<file path="src/rtl/aec_result_fmt_pkg.sv">
// Shared types and constants for the result formatter: FSM states, ASCII codes
// and the digit helpers used while emitting a number.
package aec_pkg;

    localparam int AEC_RES_W = 7;

    localparam logic [7:0] ASCII_ZERO  = 8'h30;
    localparam logic [7:0] ASCII_MINUS = 8'h2D;
    localparam logic [7:0] ASCII_LF    = 8'h0A;

    typedef enum logic [1:0] {
        ST_IDLE,
        ST_CONV,
        ST_EMIT,
        ST_TERM
    } aec_state_e;

    // Emit slot index: 0 = sign, 1 = hundreds, 2 = tens, 3 = ones.
    function automatic logic [1:0] first_digit(input logic [3:0] hundreds,
                                               input logic [3:0] tens);
        if (hundreds != 4'd0)
            return 2'd1;
        else if (tens != 4'd0)
            return 2'd2;
        else
            return 2'd3;
    endfunction

    function automatic logic [7:0] slot_char(input logic [1:0] idx,
                                             input logic [3:0] hundreds,
                                             input logic [3:0] tens,
                                             input logic [3:0] ones);
        case (idx)
            2'd0:    return ASCII_MINUS;
            2'd1:    return ASCII_ZERO + {4'h0, hundreds};
            2'd2:    return ASCII_ZERO + {4'h0, tens};
            default: return ASCII_ZERO + {4'h0, ones};
        endcase
    endfunction

endpackage

</file>
<file path="src/rtl/aec_result_fmt_if.sv">
// Result-in / character-out bundle of the formatter; the master side is the
// producer of results and consumer of characters.
interface aec_result_fmt_if;
    import aec_pkg::*;

    logic                 in_valid;
    logic [AEC_RES_W-1:0] in_result;
    logic                 out_ready;
    logic                 out_valid;
    logic [7:0]           out_char;
    logic                 busy;
    logic                 overflow;

    modport master (
        output in_valid, in_result, out_ready,
        input  out_valid, out_char, busy, overflow
    );

    modport slave (
        input  in_valid, in_result, out_ready,
        output out_valid, out_char, busy, overflow
    );
endinterface

</file>
<file path="src/rtl/aec_result_fmt_bin2bcd.sv">
// Iterative double-dabble: one add-3 + shift per cycle, seven cycles per value.
// done is high during the final step and the digit outputs already carry the result.
module aec_bin2bcd
    import aec_pkg::*;
(
    input  logic                 clk,
    input  logic                 rst,
    input  logic                 start,
    input  logic [AEC_RES_W-1:0] bin,
    output logic                 done,
    output logic [3:0]           hundreds,
    output logic [3:0]           tens,
    output logic [3:0]           ones
);

    logic [11:0]          bcd;
    logic [AEC_RES_W-1:0] src;
    logic [2:0]           steps_left;
    logic                 running;
    logic [11:0]          bcd_adj;
    logic [11:0]          bcd_step;
    logic [11:0]          bcd_out;

    always_comb begin
        bcd_adj = bcd;
        for (int d = 0; d < 3; d++) begin
            if (bcd[d*4 +: 4] >= 4'd5)
                bcd_adj[d*4 +: 4] = bcd[d*4 +: 4] + 4'd3;
        end
        bcd_step = {bcd_adj[10:0], src[AEC_RES_W-1]};
        bcd_out  = running ? bcd_step : bcd;
    end

    assign done     = running && (steps_left == 3'd1);
    assign hundreds = bcd_out[11:8];
    assign tens     = bcd_out[7:4];
    assign ones     = bcd_out[3:0];

    always_ff @(posedge clk) begin
        if (rst) begin
            bcd        <= '0;
            src        <= '0;
            steps_left <= '0;
            running    <= 1'b0;
        end else if (start) begin
            bcd        <= '0;
            src        <= bin;
            steps_left <= 3'(AEC_RES_W);
            running    <= 1'b1;
        end else if (running) begin
            bcd        <= bcd_step;
            src        <= {src[AEC_RES_W-2:0], 1'b0};
            steps_left <= steps_left - 3'd1;
            if (steps_left == 3'd1)
                running <= 1'b0;
        end
    end

endmodule

</file>
<file path="src/rtl/aec_result_fmt.sv">
// Turns calculator results into a decimal ASCII stream with a terminator byte.
// Define AEC_FMT_SIGNED_EN to treat results as two's complement and emit '-'.
//
//   state   | meaning
//   --------+--------------------------------------------------------------
//   IDLE    | waiting; pops the FIFO head into the converter when non-empty
//   CONV    | double-dabble running (7 cycles)
//   EMIT    | presenting sign/digit bytes, most significant first
//   TERM    | presenting TERM_CHAR; back to IDLE once accepted
module aec_result_fmt
    import aec_pkg::*;
#(
    parameter int         FIFO_DEPTH = 4,
    parameter logic [7:0] TERM_CHAR  = ASCII_LF
)
(
    input  logic             clk,
    input  logic             rst,
    aec_result_fmt_if.slave  bus
);

    localparam int PTR_W = $clog2(FIFO_DEPTH);
    localparam int CNT_W = PTR_W + 1;

    logic [AEC_RES_W-1:0] fifo_mem [FIFO_DEPTH];
    logic [PTR_W-1:0]     wr_ptr;
    logic [PTR_W-1:0]     rd_ptr;
    logic [CNT_W-1:0]     count;
    logic                 full;
    logic                 empty;
    logic                 push;
    logic                 pop;
    logic                 overflow_r;

    aec_state_e           state;
    logic                 out_valid_r;
    logic [7:0]           out_char_r;
    logic                 neg_r;
    logic [1:0]           idx;
    logic [3:0]           dig_h;
    logic [3:0]           dig_t;
    logic [3:0]           dig_o;

    logic [AEC_RES_W-1:0] head;
    logic                 head_neg;
    logic [AEC_RES_W-1:0] conv_in;
    logic                 conv_done;
    logic [3:0]           conv_h;
    logic [3:0]           conv_t;
    logic [3:0]           conv_o;
    logic [1:0]           conv_first;
    logic [1:0]           emit_next;

    // Full is judged on the registered count, so a same-cycle pop cannot rescue a push.
    assign full  = (count == CNT_W'(FIFO_DEPTH));
    assign empty = (count == '0);
    assign push  = bus.in_valid && !full;
    assign pop   = (state == ST_IDLE) && !empty;
    assign head  = fifo_mem[rd_ptr];

`ifdef AEC_FMT_SIGNED_EN
    assign head_neg = head[AEC_RES_W-1];
    assign conv_in  = head_neg ? AEC_RES_W'(-head) : head;
`else
    assign head_neg = 1'b0;
    assign conv_in  = head;
`endif

    always_ff @(posedge clk) begin
        if (push)
            fifo_mem[wr_ptr] <= bus.in_result;
    end

    always_ff @(posedge clk) begin
        if (rst) begin
            wr_ptr     <= '0;
            rd_ptr     <= '0;
            count      <= '0;
            overflow_r <= 1'b0;
        end else begin
            if (push)
                wr_ptr <= wr_ptr + PTR_W'(1);
            if (pop)
                rd_ptr <= rd_ptr + PTR_W'(1);
            if (bus.in_valid && full)
                overflow_r <= 1'b1;
            case ({push, pop})
                2'b10:   count <= count + CNT_W'(1);
                2'b01:   count <= count - CNT_W'(1);
                default: count <= count;
            endcase
        end
    end

    aec_bin2bcd u_bin2bcd (
        .clk      (clk),
        .rst      (rst),
        .start    (pop),
        .bin      (conv_in),
        .done     (conv_done),
        .hundreds (conv_h),
        .tens     (conv_t),
        .ones     (conv_o)
    );

    assign conv_first = first_digit(conv_h, conv_t);
    // After the sign, skip straight to the first significant digit.
    assign emit_next  = (idx == 2'd0) ? first_digit(dig_h, dig_t) : idx + 2'd1;

    always_ff @(posedge clk) begin
        if (rst) begin
            state       <= ST_IDLE;
            out_valid_r <= 1'b0;
            out_char_r  <= 8'h00;
            neg_r       <= 1'b0;
            idx         <= 2'd0;
            dig_h       <= 4'd0;
            dig_t       <= 4'd0;
            dig_o       <= 4'd0;
        end else begin
            case (state)
                ST_IDLE: begin
                    if (pop) begin
                        neg_r <= head_neg;
                        state <= ST_CONV;
                    end
                end
                ST_CONV: begin
                    if (conv_done) begin
                        dig_h       <= conv_h;
                        dig_t       <= conv_t;
                        dig_o       <= conv_o;
                        out_valid_r <= 1'b1;
                        if (neg_r) begin
                            idx        <= 2'd0;
                            out_char_r <= ASCII_MINUS;
                        end else begin
                            idx        <= conv_first;
                            out_char_r <= slot_char(conv_first, conv_h, conv_t, conv_o);
                        end
                        state <= ST_EMIT;
                    end
                end
                ST_EMIT: begin
                    if (bus.out_ready) begin
                        if (idx == 2'd3) begin
                            out_char_r <= TERM_CHAR;
                            state      <= ST_TERM;
                        end else begin
                            idx        <= emit_next;
                            out_char_r <= slot_char(emit_next, dig_h, dig_t, dig_o);
                        end
                    end
                end
                ST_TERM: begin
                    if (bus.out_ready) begin
                        out_valid_r <= 1'b0;
                        state       <= ST_IDLE;
                    end
                end
                default: state <= ST_IDLE;
            endcase
        end
    end

    assign bus.out_valid = out_valid_r;
    assign bus.out_char  = out_char_r;
    assign bus.overflow  = overflow_r;
    assign bus.busy      = !empty || (state != ST_IDLE);

endmodule

</file>
<file path="src/flat_wrapper.sv">
// flat-port wrapper written by rule: the top's interface ports become plain ports
module aec_result_fmt_flat import aec_pkg::*;
#(
    parameter int         FIFO_DEPTH = 4,
    parameter logic [7:0] TERM_CHAR  = ASCII_LF
)
  (clk, rst, bus_in_valid, bus_in_result, bus_out_ready, bus_out_valid, bus_out_char, bus_busy, bus_overflow);
  aec_result_fmt_if bus_i ();
  input  logic clk;
  input  logic rst;
  input wire logic [$bits(bus_i.in_valid)-1:0] bus_in_valid;
  input wire logic [$bits(bus_i.in_result)-1:0] bus_in_result;
  input wire logic [$bits(bus_i.out_ready)-1:0] bus_out_ready;
  output wire logic [$bits(bus_i.out_valid)-1:0] bus_out_valid;
  output wire logic [$bits(bus_i.out_char)-1:0] bus_out_char;
  output wire logic [$bits(bus_i.busy)-1:0] bus_busy;
  output wire logic [$bits(bus_i.overflow)-1:0] bus_overflow;
  assign bus_i.in_valid = bus_in_valid;
  assign bus_i.in_result = bus_in_result;
  assign bus_i.out_ready = bus_out_ready;
  assign bus_out_valid = bus_i.out_valid;
  assign bus_out_char = bus_i.out_char;
  assign bus_busy = bus_i.busy;
  assign bus_overflow = bus_i.overflow;
  aec_result_fmt #(.FIFO_DEPTH(FIFO_DEPTH), .TERM_CHAR(TERM_CHAR)) u_core (.clk(clk), .rst(rst), .bus(bus_i));
endmodule
</file>
<file path="config.mk">
export PLATFORM = sky130hd
export DESIGN_NAME = aec_result_fmt_flat
export DESIGN_NICKNAME = d
export VERILOG_FILES = /design/src/rtl/aec_result_fmt_pkg.sv /design/src/rtl/aec_result_fmt_if.sv /design/src/rtl/aec_result_fmt_bin2bcd.sv /design/src/rtl/aec_result_fmt.sv /design/src/flat_wrapper.sv
export SDC_FILE = /design/constraint.sdc
export NUM_CORES = 1
export LEC_CHECK = 0
export CORE_MARGIN = 2
export CORE_UTILIZATION = 59
export CTS_CLUSTER_SIZE = 25
export DETAILED_ROUTE_END_ITERATION = 7
export PLACE_DENSITY = 0.81
export RECOVER_POWER = 25
export SETUP_SLACK_MARGIN = 0.5
export SYNTH_ARGS = -nofsm -noshare
export SYNTH_HDL_FRONTEND = slang
export SYNTH_HIERARCHICAL = 1
export SYNTH_SLANG_ARGS = --single-unit
</file>
<file path="constraint.sdc">
create_clock -name clk -period 2.9 [get_ports clk]
set_clock_uncertainty 0.05 [all_clocks]
set_input_delay 0.58 -clock clk [delete_from_list [all_inputs] [get_ports clk]]
set_output_delay 0.58 -clock clk [all_outputs]
set_load 0.02 [all_outputs]
</file>
==> Implementation_results.wiki <==
{| class="wikitable"
! Metric !! Value
|-
| Type of the tightest min-delay check || register to register
|-
| Clock tree root buffer cell || sky130_fd_sc_hd__clkbuf_8
|-
| Detailed-routing iteration count for the pre-antenna-repair pass || 4
|-
| Post-synth top area share || 27.14%
|-
| Layout cell share with drive strength beyond 1 || ~20%
|-
| Cell at the slowest stage of the critical path || sky130_fd_sc_hd__dfxtp_4
|-
| Die Y || 87.68 um
|-
| Sequence of cells on the critical path || inv_1 -> ha_2 -> nand2b_1 -> or3b_4 -> a31oi_4 -> buf_4 -> nor4b_2 -> o21a_1 -> nor2_2 -> o32a_1 -> a211oi_2
|-
| Most common cell in the synthesized netlist || sky130_fd_sc_hd__nand2_1
|-
| CTS Buffer Depth || 2
|-
| Detailed Place HPWL || approximately 6100 um
|-
| Number of antenna cells inserted || 0
|-
| Share of the clock period used by the worst path after layout || 80.07%
|-
| Pins over their slew limit || 0
|-
| Number of vias in the routed layout || 3,242
|-
| Placement Rows || 30
|-
| Largest cells by area after synthesis || sky130_fd_sc_hd__dfxtp_1 (27%), sky130_fd_sc_hd__edfxtp_1 (20%), sky130_fd_sc_hd__ha_1 (6.1%)
|-
| Area of placed instances || 4441 um2
|-
| DRC violations left || 0
|-
| Cell taking the most area after synthesis || sky130_fd_sc_hd__dfxtp_1
|-
| Unrepaired setup endpoints after global routing || true
|-
| Worst Hold Margin || around 0.43 ns
|-
| Clock tree from TritonCTS || built
|-
| Vias per cell || 5.884
|-
| Number of antenna violations at the first check in global routing || 0
|-
| Number of synthesized register bits || between 80 and 90
|-
| GR Overflow Total || 0
|-
| Post-DR wirelength/cell || 15.91 um
|-
| Number of primary I/O pins || 22
|-
| Die Footprint || 7688 um2
|-
| CTS buffer count || 9
|-
| Max FO, Critical Path || 4
|-
| Total Negative Setup Slacks || 0 ns
|-
| Placer congestion estimate || 0.8872
|-
| Commonest cells post-synth || sky130_fd_sc_hd__nand2_1 (59), sky130_fd_sc_hd__dfxtp_1 (56), sky130_fd_sc_hd__a21oi_1 (37)
|-
| Total placed cells including tap cells || 530
|-
| Leak pwr || about 1.8 nW
|-
| Number of enable flip-flop cells after synthesis || 28
|-
| Sum of buffers and inverters on the critical path || 2
|-
| Slew Limit Headroom || 56.16%
|-
| Power per cell area || roughly 870 nW/um2
|-
| Maximum resistive drop on vdd || 0.5811 mV
|-
| Type of the setup path with the least slack || register to register
|-
| Pin count of the biggest net entering global routing || 17
|-
| Result of the run || finished clean
|-
| Startpoint kind of the worst setup timing path || register
|-
| Number of warnings reported in the yosys synthesis log || 6
|-
| First-pass GRT wire length || 14,350 um
|-
| Number of global-route vias before repair || 3,009
|-
| Asr flop ratio synth || 0%
|-
| Sinks on the clock net || 84
|-
| Number of levels the H-tree was split into || 3
|-
| Final Non-Filler Cells || 551
|-
| Area of all placed cells without fillers || 4837 um2
|-
| Final count of negative-setup-slack endpoints || 0
|-
| Total Nets Final || around 480
|-
| Area overhead of the layout relative to synthesis || 17.08%
|-
| Type of destination of the critical path || register
|-
| CORE AREA || 6794 um2
|-
| Total wire length || 8768 um
|-
| Crit path largest cell delay || approximately 0.36 ns
|-
| Critical Path AT || 2.55 ns
|-
| GRT Total Usage || 24.22%
|-
| Overall Power || 0.004224 W
|-
| Largest delay contributor family on the critical path || simple AND/OR/NAND/NOR gates
|-
| Remaining antenna violation count || 0
|-
| Number of library cell types mapped by synthesis || 64
|-
| Final hold violation count || 0
|-
| Clock input transition at the sequential cells of the worst setup and hold paths || about 0.08 ns
|-
| Initial DRC count || roughly 270
|-
| Gate count of the mapped netlist || 421
|-
| Required time reported for the critical path endpoint || about 3.1 ns
|-
| Hold bufs inserted after CTS || 0
|-
| Die outline width || 87.68 um
|-
| Proportion of synthesized chip area in sequential cells || 47.49%
|-
| Period minus WS final || 2.322 ns
|-
| Worst-skew pair later-pin latency || 0.36 ns
|-
| Peak Freq || 430.7 MHz
|-
| Area of the mapped netlist || 4131 um2
|-
| Worst slew pin tran || between 0.6 and 0.7 ns
|-
| Total of buffers placed on input and output ports || 19
|-
| Number of violations of the max-capacitance limit || 0
|-
| Initial standard-cell utilization of the core || 60.81%
|-
| Mean post-synth cell area || ~9.8 um2
|-
| Top FF cell, synth || sky130_fd_sc_hd__dfxtp_1
|}
[sequential cells by signal (all words and copies together) (netlist names), 3 cells and up, named ones only]
register                     count
u_core/dig_o                     4
u_core/u_bin2bcd/steps_left      3
u_core/u_bin2bcd/bcd            12
u_core/fifo_mem                 28
u_core/bus.out_char              6
u_core/dig_h                     4
u_core/count                     3
u_core/u_bin2bcd/src             7
u_core/dig_t                     4
[kinds of logic (layout without fill, tap and decap cells)]
logic type,Yosys count,count (layout),synth area share [%]
AOI/OAI and AO/OA,103,103,16.93
xor gates and xnor gates,7,7,1.484
adders and majority gates,21,21,6.542
buffers and inverters,40,73,4.119
DFF,84,84,47.49
muxes,15,15,5.966
other,1,2,0.09077
and+or+nand+nor,150,150,17.38
[per-stage QoR]
step / worst slack [ns] / util [%]
2_1_floorplan: 0.5012 / -
3_3_place_gp: 0.4111 / 65.36
3_5_place_dp: 0.2760 / 65.36
4_1_cts: 0.5064 / 69.61
5_1_grt: 0.4486 / 71.20
6_report: 0.5781 / 71.20
[power breakdown]
group / switching (W) / total (W) / internal, W
clock: 0.000422 / 0.000823 / 0.000401
sequential: 0.000167 / 0.00161 / 0.00144
combinational: 0.00101 / 0.00179 / 0.000783
total: 0.00160 / 0.00422 / 0.00262
[cell usage in the layout (no fill, tap or decap), types with 6 or more instances in the layout]
cell type                          n
sky130_fd_sc_hd__nand3_1           7
sky130_fd_sc_hd__mux4_2            7
sky130_fd_sc_hd__mux2_2            7
sky130_fd_sc_hd__buf_4            15
sky130_fd_sc_hd__inv_1            20
sky130_fd_sc_hd__clkbuf_8          9
sky130_fd_sc_hd__nand2b_1          8
sky130_fd_sc_hd__dlygate4sd3_1     8
sky130_fd_sc_hd__ha_1             17
sky130_fd_sc_hd__clkdlybuf4s50_1  10
sky130_fd_sc_hd__dfxtp_2           6
sky130_fd_sc_hd__nor2_1           31
sky130_fd_sc_hd__o21ai_0          14
sky130_fd_sc_hd__a21oi_1          36
sky130_fd_sc_hd__and2_1            8
sky130_fd_sc_hd__nand2_1          59
sky130_fd_sc_hd__edfxtp_1         28
sky130_fd_sc_hd__dfxtp_1          49
[worst paths after layout]
path / start / endpoint / slack (ns) / cells past startpoint
worst max-delay path: u_core/u_bin2bcd/bcd[0]$_SDFF_PP0_ / u_core/bus.out_char[2]$_SDFFE_PP0P_ / 0.58 / 11
worst min register to register: u_core/dig_t[3]$_SDFFE_PP0P_ / u_core/dig_t[3]$_SDFFE_PP0P_ / 0.43 / 2
worst max register to register: u_core/u_bin2bcd/bcd[0]$_SDFF_PP0_ / u_core/bus.out_char[2]$_SDFFE_PP0P_ / 0.58 / 11
worst min-delay path: u_core/dig_t[3]$_SDFFE_PP0P_ / u_core/dig_t[3]$_SDFFE_PP0P_ / 0.43 / 2
[worst reg2reg max path: cells and delay by family (launching register included)]
kind,cells,cell delay [ns]
and+or+nand+nor,4,0.70
DFF,1,0.36
AOI/OAI and AO/OA,4,0.68
buffers and inverters,2,0.27
adders and majority gates,1,0.20
[cell type report]
| type | instances | area [um2] |
|---|---|---|
| Timing Repair Buffer | 35 | 309.0 |
| Inverter | 22 | 82.58 |
| Clock buffer | 11 | 131.4 |
| Fill cell | 471 | 1957 |
| Tap cell | 96 | 120.1 |
| Clock inverter | 5 | 61.31 |
| Sequential cell | 84 | 1973 |
| Multi-Input combinational cell | 298 | 2160 |
[per-layer routing]
metal | vias up | track usage, % | part of all wire (%)
li1 | 1571 | - | -
met2 | 99 | 38.29 | 48
met5 | - | 0 | 0
met1 | 1559 | 33.33 | 44
met4 | 0 | 9.930 | 1.8
met3 | 13 | 4.053 | 5.9
[repair_timing]
| item | CTS | global route |
|---|---|---|
| resized for setup | 16 | 24 |
| setup endpoints to repair | 6 | 8 |
| pin swaps | 1 | 12 |
| hold endpoints to repair | 0 | 0 |
| buffers inserted | 2 | 3 |
Note: power is estimated with default switching activity, not from simulation.
